===== src/rtl/reg_file.sv =====
// Multi-port register file: RD_PORTS combinational read ports, one synchronous
// write port, optional hardwired-zero register 0. Define REG_FILE_BYPASS_EN for write-to-read forwarding.
module reg_file #(
  parameter int DATA_W   = 32,
  parameter int ADDR_W   = 5,
  parameter int RD_PORTS = 2,
  parameter int ZERO_REG = 1
) (
  input  logic                         clk,
  input  logic                         rst,
  input  logic                         we,
  input  logic [ADDR_W-1:0]            wAddr,
  input  logic [DATA_W-1:0]            wData,
  input  logic [RD_PORTS*ADDR_W-1:0]   rAddr,
  output logic [RD_PORTS*DATA_W-1:0]   rData
);

  localparam int DEPTH = 1 << ADDR_W;

  logic [DATA_W-1:0] mem_q [DEPTH];
  logic [DATA_W-1:0] mem_d [DEPTH];
  logic              wr_en;

  // A write to the hardwired zero register is dropped before it reaches storage.
  assign wr_en = we && !((ZERO_REG != 0) && (wAddr == '0));

  always_comb begin
    // NOTE: every array element gets a default before any conditional update,
    // so no path leaves mem_d unassigned and no latch is inferred.
    mem_d = mem_q;
    if (!rst) begin
      for (int i = 0; i < DEPTH; i++) mem_d[i] = '0;
    end else if (wr_en) begin
      mem_d[wAddr] = wData;
    end
  end

  // NOTE: the storage itself is reset because the block must read all-zero
  // after a single reset edge; non-blocking assignment keeps the register
  // update ordered against every other clocked process.
  always_ff @(posedge clk) begin
    mem_q <= mem_d;
  end

  for (genvar p = 0; p < RD_PORTS; p++) begin : g_rd
    logic [ADDR_W-1:0] addr;
    logic [DATA_W-1:0] data;

    assign addr = rAddr[p*ADDR_W +: ADDR_W];

    always_comb begin
      data = mem_q[addr];
`ifdef REG_FILE_BYPASS_EN
      // Forward the in-flight write; reset suppresses it since the write is discarded.
      if (rst && we && (wAddr == addr)) data = wData;
`endif
      // Applied last so address 0 reads zero even before the first reset.
      if ((ZERO_REG != 0) && (addr == '0)) data = '0;
    end

    assign rData[p*DATA_W +: DATA_W] = data;
  end

endmodule


===== config.mk =====
export PLATFORM = sky130hd
export DESIGN_NAME = reg_file
export DESIGN_NICKNAME = d
export VERILOG_FILES = /design/src/rtl/reg_file.sv
export SDC_FILE = /design/constraint.sdc
export NUM_CORES = 2
export LEC_CHECK = 0
export CAP_MARGIN = 15
export CORE_MARGIN = 1.5
export CORE_UTILIZATION = 50
export DETAILED_ROUTE_END_ITERATION = 8
export GPL_ROUTABILITY_DRIVEN = 0
export PLACE_DENSITY_LB_ADDON = 0.15
export SLEW_MARGIN = 40
export SYNTH_ARGS = -nofsm -noshare
export SYNTH_HDL_FRONTEND = slang
export SYNTH_SLANG_ARGS = --single-unit

===== constraint.sdc =====
create_clock -name clk -period 3.6 [get_ports clk]
set_input_delay 1.08 -clock clk [delete_from_list [all_inputs] [get_ports clk]]
set_output_delay 1.08 -clock clk [all_outputs]
set_load 0.02 [all_outputs]

== Yosys cells after proc, flatten, opt, wreduce, memory -nomap -nowiden ==
Cells that the tools add are included.

* Register bits after elaboration: 1024
* Output and inout bits: 64
* Input port bits: 50
* Word-level logic and storage cells: 56

* Muxes and demuxes: 11
* Bitwise logic cells: 3
* Magnitude comparators: 4
* Reduce and logical (&&, ||, !) cells: 6

{| class="wikitable"
|+ Operators by type and width
! cell !! number
|-
| bitwise mux 1024 bit || 1
|-
| binary-select mux 32 bit (select 5 bit) || 2
|-
| 2-to-1 mux 32 bit || 7
|-
| demux 32 bit (select 5 bit) || 1
|-
| greater-or-equal comparator 6 bit, second input constant || 3
|-
| NOT 5 -> 6 bit || 3
|-
| logical NOT 5 bit || 3
|-
| less-than comparator 6 x 1 -> 1 bit, second input constant || 1
|-
| logical AND 1 bit || 2
|-
| logical NOT 1 bit || 1
|}

== Logic depth before layout (Yosys ltp) ==
* Word-level depth: 6
* Depth in mapped cells: 8
* Gate-level depth less buffers: 4

== Worst setup path before layout ==
No wires, ideal clock.

* Kind: input to output
* Start: in rAddr[7]
* End: out rData[61]
* Stages on the path: 8
* Slack: -0.198 ns
* Required time: 2.520 ns
* Data arrival time: 2.718 ns
* Buffers on the path: 4
* Path through: buf_6 -> buf_8 -> buf_12 -> buf_12 -> mux2i_1 -> a221oi_1 -> o21ai_1 -> a311oi_1

* Word-level cells in the longest chain between the ends: 5
* Elaborated cells between the ends (all ways): 6

{| class="wikitable"
|+ RTL lines
! what !! RTL line !! text
|-
| from (decl) || 14 || <nowiki>input logic [RD_PORTS*ADDR_W-1:0] rAddr,</nowiki>
|-
| NOT 5 -> 6 bit (not written as such) || 52 || <nowiki>data = mem_q[addr];</nowiki>
|-
| binary-select mux 32 bit (select 5 bit) || 52 ||
|-
| 2-to-1 mux 32 bit (not written as such) (2 in series) || 52 ||
|-
| 2-to-1 mux 32 bit * || 58 || <nowiki>if ((ZERO_REG != 0) && (addr == '0)) data = '0;</nowiki>
|-
| to (decl) || 15 || <nowiki>output logic [RD_PORTS*DATA_W-1:0] rData</nowiki>
|}

Every way passes the cells marked *; elsewhere a longest branch is shown, timed or not. The select of a mux whose other input is x is not followed.

== Final worst setup path ==
* Start: in rAddr[6]
* End: out rData[45]

Same word-level chain as after synthesis.

==> run_results.csv <==
group,metric,value,unit
routing,ant_nets,0,
critical_path,worst-path-max-fanout,6,
sta,tightestPinTransition,958,ps
place,place_inst,7327,
floorplan,initial_core_util,0.506,
global_routing,track_usage,0.404,
outcome,status,"complete, but fails checks",
sta,period_minus_slack,4070,ps
clocking,cts_hold_buffers,0,
sta,period_share,1.13,
finish,drive_above_1_share,0.307,
clocking,clk-insertion-delay-late,740,ps
critical_path,path_cells,"buf_16, buf_16, buf_8, buf_6, mux4_2, nor2b_4, a211oi_4, buf_4, a311oi_4, buf_6",
synth,synth_ff_type,"dfxtp_1",
critical_path,critPathArrivalTime,2990,ps
outcome,violations,"negative setup slack",
routing,drtPass1Iterations,8,
run,maxCapViolations,0,
clocking,clkTransAtPathRegs,60,ps
finish,final_cells,7734,
synth,netlist.area_leader.share,0.377,
sta,slew_viol_final,0,
sta,final.setup_skew,0,ps
worst_hold_path,min_path_type,"reg2reg",
routing,drt-total-wl,231,mm
clocking,cts_tree,"done",
clocking,clock_sinks,1024,
power_and_ir_drop,peakVddDrop,487,uV
synth,async_flop_share,0,
routing,vias,50700,
critical_path,critPathTopFamily,"buffers and inverters",
finish,fin_nets,6282,
power_and_ir_drop,leakage,0.0243,uW
synth,yosysWarningCount,0,
routing,drc,0,
routing,via_per_inst,6.56,
sta,setup_viol,64,
clocking,h-tree-depth,3,
critical_path,start_kind,"input port",
floorplan,placeableCoreArea,108000,um^2
global_routing,antenna_found_initial,7,
clocking,clockBufferDepth,3,
floorplan,die-area,111000,um^2
critical_path,cp_slowest_stage_delay,500,ps
finish,largest_reg_flops,1024,
synth,synth-edff-count,0,
finish,syn2layout_area_growth,29.1,%
synth,ys_top_cells_by_area,"dfxtp_1 (38%), mux4_2 (19%), nand2_1 (14%)",
finish,regMostFlops,"mem_q",
global_routing,gr-total-overflow,0,
sta,relSlewSlack,0.361,
finish,fillers,8407,
synth,syn-num-nets,5911,
global_routing,grt_first_pass_wirelength,330,mm
synth,synth_area_leader_cell,"dfxtp_1",
global_routing,grt_pass1_vias,47700,
critical_path,cp-end-kind,"output pin",
place,hpwlAfterDp,142,mm
critical_path,critPathBufInv,6,
floorplan,pin_count,114,
clocking,cts_buffers,114,
critical_path,crit_slowest_cell,"mux4_2",
synth,synthCells,5861,
synth,synth_area,54400,um^2
finish,reg.largest.list,"mem_q (1024)",
power_and_ir_drop,fin_total_pwr,27100,uW
sta,rsz0062_at_grt,"yes",
critical_path,crit_required,2520,ps
global_routing,grt_max_degree,112,
sta,fmaxAchievable,0.246,GHz
power_and_ir_drop,powerDensity,386,nW/um^2
synth,ys_ff_latch,1024,
floorplan,die_width,333,um
routing,routedWlPerCell,29.8,um
synth,syn_avg_cell_area,9.29,um^2
floorplan,die_h,333,um
sta,hold_viol_final,0,
routing,dr.first_iter.drc_count,6963,
clocking,root_buffer,"clkbuf_16",
place,numPortBuffers,113,
critical_path,worst-setup-path-type,"in2out",
synth,seq_area_frac_synth,0.377,
sta,fin_ws,-470,ps
synth,yosysUniqueCellTypes,39,
floorplan,rows,120,
## routing by layer
| metal | global-route usage | part of all wire | vias to the layer above |
|---|---|---|---|
| met5 | 0 | 0.000056 | - |
| met1 | 0.543 | 0.37 | 25000 |
| li1 | - | - | 21300 |
| met2 | 0.583 | 0.42 | 3559 |
| met3 | 0.111 | 0.14 | 878 |
| met4 | 0.233 | 0.068 | 2 |
## kinds of logic (layout without fill, tap and decap cells)
logic type	count (synthesis)	count (layout)	share of synthesized area
buf+inv	624	1087	0.0534
mux	640	640	0.222
simple gates	2215	2215	0.160
flops	1024	1024	0.377
compound gates	1358	1358	0.188
other cells	0	7	0
## cells in the final DEF, fill, tap and decap left out, types with 54 or more instances in the layout
| cell | n |
|---|---|
| buf_4 | 477 |
| nand2_1 | 2019 |
| a22oi_2 | 56 |
| a21boi_1 | 644 |
| mux4_2 | 448 |
| buf_6 | 110 |
| o21ai_2 | 54 |
| clkbuf_16 | 117 |
| dfxtp_1 | 1024 |
| buf_12 | 165 |
| a21boi_0 | 348 |
| mux2i_1 | 125 |
## power by group
group / switching, uW / total, uW / leakage [uW] / internal [uW]
clock network: 5120 / 12100 / 0.00189 / 6940
logic: 1980 / 3610 / 0.0142 / 1630
registers: 61.5 / 11500 / 0.00825 / 11400
total: 7170 / 27100 / 0.0243 / 20000
## Yosys cell counts (3+ instances only)
| master | n |
|---|---|
| a211oi_1 | 64 |
| a21boi_0 | 348 |
| a21boi_1 | 644 |
| a221oi_1 | 38 |
| a221oi_2 | 8 |
| a22oi_1 | 64 |
| a311oi_1 | 51 |
| a311oi_2 | 13 |
| and2_1 | 50 |
| and4b_1 | 3 |
| and4bb_2 | 3 |
| buf_1 | 59 |
| buf_2 | 134 |
| buf_4 | 48 |
| buf_6 | 17 |
| buf_8 | 5 |
| clkbuf_1 | 357 |
| dfxtp_1 | 1024 |
| mux2_2 | 64 |
| mux2i_1 | 128 |
| mux4_2 | 448 |
| nand2_1 | 2052 |
| nand2b_1 | 4 |
| nand4b_1 | 3 |
| nor2_1 | 17 |
| nor2b_1 | 70 |
| nor3_1 | 3 |
| o2111ai_1 | 18 |
| o21ai_0 | 5 |
| o21ai_1 | 105 |
## per-stage QoR
stage | instance area, um^2 | util | TNS [ps] | hold WS (ps) | setup WS, ps
2_1_floorplan | 54800 | - | -164 | 442 | -129
3_3_place_gp | 60800 | 0.566 | -60790 | 447 | -1250
3_5_place_dp | 60900 | 0.566 | -55870 | 453 | -1240
4_1_cts | 68900 | 0.641 | -20750 | 463 | -423
5_1_grt | 70300 | 0.654 | -22600 | 480 | -456
6_report | 70300 | 0.654 | -22470 | 466 | -470
## final cells by class
class	count	area [um^2]	area share
flip-flops and latches	1024	20500	0.292
multi-input cells	4213	33700	0.479
inverters	2	17.5	0.000249
well taps	1403	1760	0.0250
repair buffers	877	10500	0.149
clock buffers	171	3400	0.0483
diodes	7	17.5	0.000249
clock inverters	37	435	0.00619
## worst register-to-register path, cell delays in order, from the launching register on
cell      delay (ps)
dfxtp_1          400
nand2_1           90
a21boi_0         190
## timing repair
item	in CTS	in global routing
setup buffers	116	68
cloned	33	3
pin swaps	86	89
resized for setup	720	201
setup endpoints to repair	64	64
## worst paths after layout
| check | slack (ps) | startpoint | endpoint | depth (start not counted) |
|---|---|---|---|---|
| worst max-delay path | -470 | rAddr[6] | rData[45] | 10 |
| worst min-delay path | 470 | mem_q[130]$_SDFFE_PN0P_ | mem_q[130]$_SDFFE_PN0P_ | 2 |
| worst max register to register | 2830 | mem_q[655]$_SDFFE_PN0P_ | mem_q[655]$_SDFFE_PN0P_ | 2 |
| worst min register to register | 470 | mem_q[130]$_SDFFE_PN0P_ | mem_q[130]$_SDFFE_PN0P_ | 2 |
Note: power is estimated with default switching activity, not from simulation.
